**src/rtl/parchk_serial.sv**
```systemverilog
// Serial odd-parity frame receiver: DATA_W data bits MSB first, then one parity bit.
// Optional saturating parity-error counter enabled by defining PARCHK_ERRCNT_EN.
module parchk_serial #(
  parameter int DATA_W = 3,
  parameter int CNT_W  = 8
) (
  input  logic              clk,
  input  logic              rst_n,
  input  logic              sof,
  input  logic              bit_valid,
  input  logic              bit_in,
  output logic [DATA_W-1:0] data_out,
  output logic              frame_done,
  output logic              par_err,
  output logic              frame_abort,
  output logic [CNT_W-1:0]  err_cnt
);

  localparam int CW = $clog2(DATA_W + 1);
  localparam logic [CW-1:0] LAST = CW'(DATA_W);

  typedef enum logic [1:0] {IDLE, DATA, PARITY} state_t;

  state_t            state_q, state_d;
  logic [DATA_W-1:0] shift_q, shift_d;
  logic [CW-1:0]     cnt_q, cnt_d;
  logic [DATA_W-1:0] data_q, data_d;
  logic              perr_q, perr_d;
  logic              done_q, done_d;
  logic              abort_q, abort_d;

  always_ff @(posedge clk or negedge rst_n) begin
    if (!rst_n) begin
      state_q <= IDLE;
      shift_q <= '0;
      cnt_q   <= '0;
      data_q  <= '0;
      perr_q  <= 1'b0;
      done_q  <= 1'b0;
      abort_q <= 1'b0;
    end else begin
      state_q <= state_d;
      shift_q <= shift_d;
      cnt_q   <= cnt_d;
      data_q  <= data_d;
      perr_q  <= perr_d;
      done_q  <= done_d;
      abort_q <= abort_d;
    end
  end

  always_comb begin
    state_d = state_q;
    shift_d = shift_q;
    cnt_d   = cnt_q;
    data_d  = data_q;
    perr_d  = perr_q;
    done_d  = 1'b0;
    abort_d = 1'b0;
    unique case (state_q)
      IDLE: begin
        if (bit_valid && sof) begin
          shift_d = {shift_q[DATA_W-2:0], bit_in};
          cnt_d   = CW'(1);
          state_d = DATA;
        end
      end
      DATA: begin
        if (bit_valid) begin
          shift_d = {shift_q[DATA_W-2:0], bit_in};
          if (sof) begin
            // Restart: the sof bit is data bit 1 of the replacement frame.
            cnt_d   = CW'(1);
            abort_d = 1'b1;
          end else begin
            cnt_d = cnt_q + CW'(1);
            if (cnt_q + CW'(1) == LAST) state_d = PARITY;
          end
        end
      end
      PARITY: begin
        if (bit_valid) begin
          data_d  = shift_q;
          perr_d  = ~(^shift_q ^ bit_in);
          done_d  = 1'b1;
          cnt_d   = '0;
          state_d = IDLE;
        end
      end
      default: state_d = IDLE;
    endcase
  end

  assign data_out    = data_q;
  assign par_err     = perr_q;
  assign frame_done  = done_q;
  assign frame_abort = abort_q;

`ifdef PARCHK_ERRCNT_EN
  logic [CNT_W-1:0] errc_q, errc_d;

  // Updated on the same edge that raises frame_done, so both are visible together.
  always_comb begin
    errc_d = errc_q;
    if (done_d && perr_d && (errc_q != {CNT_W{1'b1}})) errc_d = errc_q + CNT_W'(1);
  end

  always_ff @(posedge clk or negedge rst_n) begin
    if (!rst_n) errc_q <= '0;
    else        errc_q <= errc_d;
  end

  assign err_cnt = errc_q;
`else
  assign err_cnt = '0;
`endif

endmodule

```
**config.mk**
```make
export PLATFORM = sky130hd
export DESIGN_NAME = parchk_serial
export DESIGN_NICKNAME = d
export VERILOG_FILES = /design/src/rtl/parchk_serial.sv
export SDC_FILE = /design/constraint.sdc
export NUM_CORES = 1
export LEC_CHECK = 0
export BUFFER_PORTS_ARGS = -buffer_cell sky130_fd_sc_hd__buf_2
export CORE_MARGIN = 8
export CORE_UTILIZATION = 52
export CTS_CLUSTER_DIAMETER = 30
export DETAILED_ROUTE_END_ITERATION = 16
export PLACE_DENSITY = 0.8
export RECOVER_POWER = 100
export SLEW_MARGIN = 20
export SYNTH_ARGS = -nofsm -noshare
export SYNTH_HDL_FRONTEND = slang
export SYNTH_SLANG_ARGS = --single-unit
```
**constraint.sdc**
```tcl
create_clock -name clk -period 3.9 [get_ports clk]
set_clock_uncertainty 0.05 [all_clocks]
set_input_delay 0.195 -clock clk [delete_from_list [all_inputs] [get_ports clk]]
set_output_delay 0.195 -clock clk [all_outputs]
set_load 0.02 [all_outputs]
```
==> results.sh <==
export IMPL_drive_above_1_share_pct=16.2
export IMPL_worstReg2RegStart="state_q[0]"
export IMPL_fp_dieW_um=52.2
export IMPL_startpoint_type="register"
export IMPL_worstPathMaxFanout=11
export IMPL_diodes=0
export IMPL_min_period_ps=1460
export IMPL_period_share_pct=37.6
export IMPL_yosysWarnings=0
export IMPL_io_buffers=10
export IMPL_cts_tree="yes"
export IMPL_r2r_slack_ps=2440
export IMPL_yosys_area_top_type="dfrtp_1"
export IMPL_antenna_found_initial=0
export IMPL_ant_nets=0
export IMPL_rsz0062_at_grt="no"
export IMPL_fmax_mhz=683
export IMPL_drt_total_wl_um=1150
export IMPL_grt_max_degree=14
export IMPL_synth_area_top_cells="dfrtp_1 48%, buf_4 8.8%, mux2_4 6.6%"
export IMPL_place_ws_ps=2500
export IMPL_syn_inst=63
export IMPL_dr_pass1_iters=4
export IMPL_ios=19
export IMPL_layout_cells_non_filler=89
export IMPL_cp_startpoint="state_q[0]"
export IMPL_area_growth_syn_to_layout_pct=4.22
export IMPL_cts_setup_buffers=0
export IMPL_worstMarginPinSlew_ps=711
export IMPL_final_area_um2=711
export IMPL_cap_violations=0
export IMPL_fp_row_count=13
export IMPL_required_ps=4010
export IMPL_place_area_um2=696
export IMPL_cp_end_kind="register"
export IMPL_postCtsResizedCells=0
export IMPL_synth_area_um2=682
export IMPL_grt_pass1_vias=406
export IMPL_grtUsageTotal_pct=9.82
export IMPL_hold_viol=0
export IMPL_drc=0
export IMPL_hp_class="input port to register"
export IMPL_wl_per_cell_um=12.9
export IMPL_root_buffer="clkbuf_4"
export IMPL_slew_headroom_pct=52.6
export IMPL_synth_distinct_cells=26
export IMPL_power_density_nw_per_um2=601
export IMPL_path_clk_slew_ps=70
export IMPL_ys_ff_latch=13
export IMPL_final_max_slew_violation_count=0
export IMPL_setup_viol=0
export IMPL_dieHeight_um=52.2
export IMPL_setup_ws_ps=2440
export IMPL_avgViaCountPerCell=4.91
export IMPL_cts_num_sinks=13
export IMPL_reg2reg_depth=3
export IMPL_path_class="register to register"
export IMPL_start_util_pct=53.7
export IMPL_cp_arrival_ps=1570
export IMPL_synth_avg_cell_area_um2=10.8
export IMPL_netlist_area_leader_share_pct=47.7
export IMPL_r2r_end="shift_q[1]"
export IMPL_place_congestion=0.708
export IMPL_yosysSeqAreaShare_pct=47.7
export IMPL_crit_end="shift_q[1]"
export IMPL_placed_cells=84
export IMPL_core_area_um2=1270
export IMPL_setup_tns_final_ps=0
export IMPL_vias=437
export IMPL_numCtsBuffers=3
export IMPL_clockBufferDepth=2
export IMPL_htreeDepth=1
export IMPL_overflow=0
export IMPL_grt_pass1_wl_um=1930
export IMPL_dieArea_um2=2730
export IMPL_clk_latency_ps=270
export IMPL_drt_initial_drc_count=4
export IMPL_power_leakage_nw=0.355
export IMPL_ir_drop_v=0.000356
export IMPL_status="finished clean"
export IMPL_fin_nets=81
## routing by layer
layer | wire length [um] | vias to the layer above | GRT usage, %
met2 | 549 | 17 | 13.8
met3 | 97 | 4 | 5.11
met1 | 463 | 201 | 11.3
li1 | - | 215 | -
met5 | 0 | - | 0
met4 | 36 | 0 | 6.47
## kinds of logic (layout without fill, tap and decap cells)
family | count (synthesis) | after routing | synth area share (%)
muxes | 6 | 6 | 11.6
xor gates and xnor gates | 3 | 3 | 3.85
buffers and inverters | 15 | 19 | 14.5
AOI/OAI and AO/OA | 9 | 9 | 8.26
DFF | 13 | 13 | 47.7
other | 1 | 8 | 0.550
adders and majority gates | 1 | 1 | 1.83
and+or+nand+nor | 15 | 15 | 11.7
## sequential cells by signal, indices dropped and copies added (netlist names)
| signal | count |
|---|---|
| par_err | 1 |
| cnt_q | 2 |
| state_q | 2 |
| data_out | 3 |
| frame_done | 1 |
| shift_q | 3 |
| frame_abort | 1 |
## what timing repair did
item,in CTS,in global routing
hold buffers,1,0
hold endpoints to repair,13,0
setup endpoints to repair,0,0
## worst min path at each step
| stage | startpoint | to | slack [ps] | cells past startpoint |
|---|---|---|---|---|
| floorplan | rst_n | cnt_q[0] | -150 | 0 |
| global placement | rst_n | data_out[2] | 40 | 1 |
| detailed placement | rst_n | par_err | 50 | 1 |
| CTS | sof | state_q[1] | 120 | 2 |
| global route | bit_in | shift_q[0] | 110 | 2 |
| finish | bit_in | shift_q[0] | 120 | 2 |
## metrics by stage
stage               util (%)  hold slack, ps  total power, mW
floorplan                  -            -151            0.336
detailed placement      54.8            48.6            0.362
finish                  56.0             123            0.427
global route            56.0             113            0.464
global placement        54.8            41.6            0.355
CTS                     57.7             117            0.448
## synth_stat cells, drive strengths merged
cell type,count
o21ai,2
conb,1
xor2,1
nor2,4
o2bb2ai,1
nand2b,2
clkbuf,1
or2,1
xnor2,2
mux2,6
buf,10
or3,1
a211oi,1
inv,4
nand3b,1
nand2,5
dfrtp,13
nand4b,1
ha,1
a21oi,3
o22ai,1
o32ai,1
## worst max-delay path, stage by stage, from the launching register on
cell and delay, ps:
dfrtp_1 500, nor2_1 70, or3_1 380, mux2_1 340
## cell type report
type / count / area (um2)
fillers: 122 / 558
well taps: 15 / 18.8
flip-flops and latches: 13 / 325
repair buffers: 11 / 51.3
clock buffers: 4 / 26.3
inverters: 4 / 17.5
multi-input cells: 42 / 272
## report_power, final
group / switching (mW) / internal (mW) / leakage [nW]
clock network: 0.0413 / 0.0397 / 0.0150
registers: 0.0374 / 0.173 / 0.164
logic: 0.0705 / 0.0653 / 0.177
## cell usage in the layout, fill, tap and decap left out, drive strengths merged
cell | Yosys | final
nand4b | 1 | 1
or3 | 1 | 1
o32ai | 1 | 1
o22ai | 1 | 1
a211oi | 1 | 1
xnor2 | 2 | 2
o2bb2ai | 1 | 1
dfrtp | 13 | 13
conb | 1 | 8
inv | 4 | 4
mux2 | 6 | 6
nand2b | 2 | 2
ha | 1 | 1
clkbuf | 1 | 11
dlygate4sd3 | 0 | 1
xor2 | 1 | 1
nand3b | 1 | 1
or2 | 1 | 1
a21oi | 3 | 3
buf | 10 | 3
nor2 | 4 | 4
o21ai | 2 | 2
nand2 | 5 | 5
(Power assumes the default switching activity.)
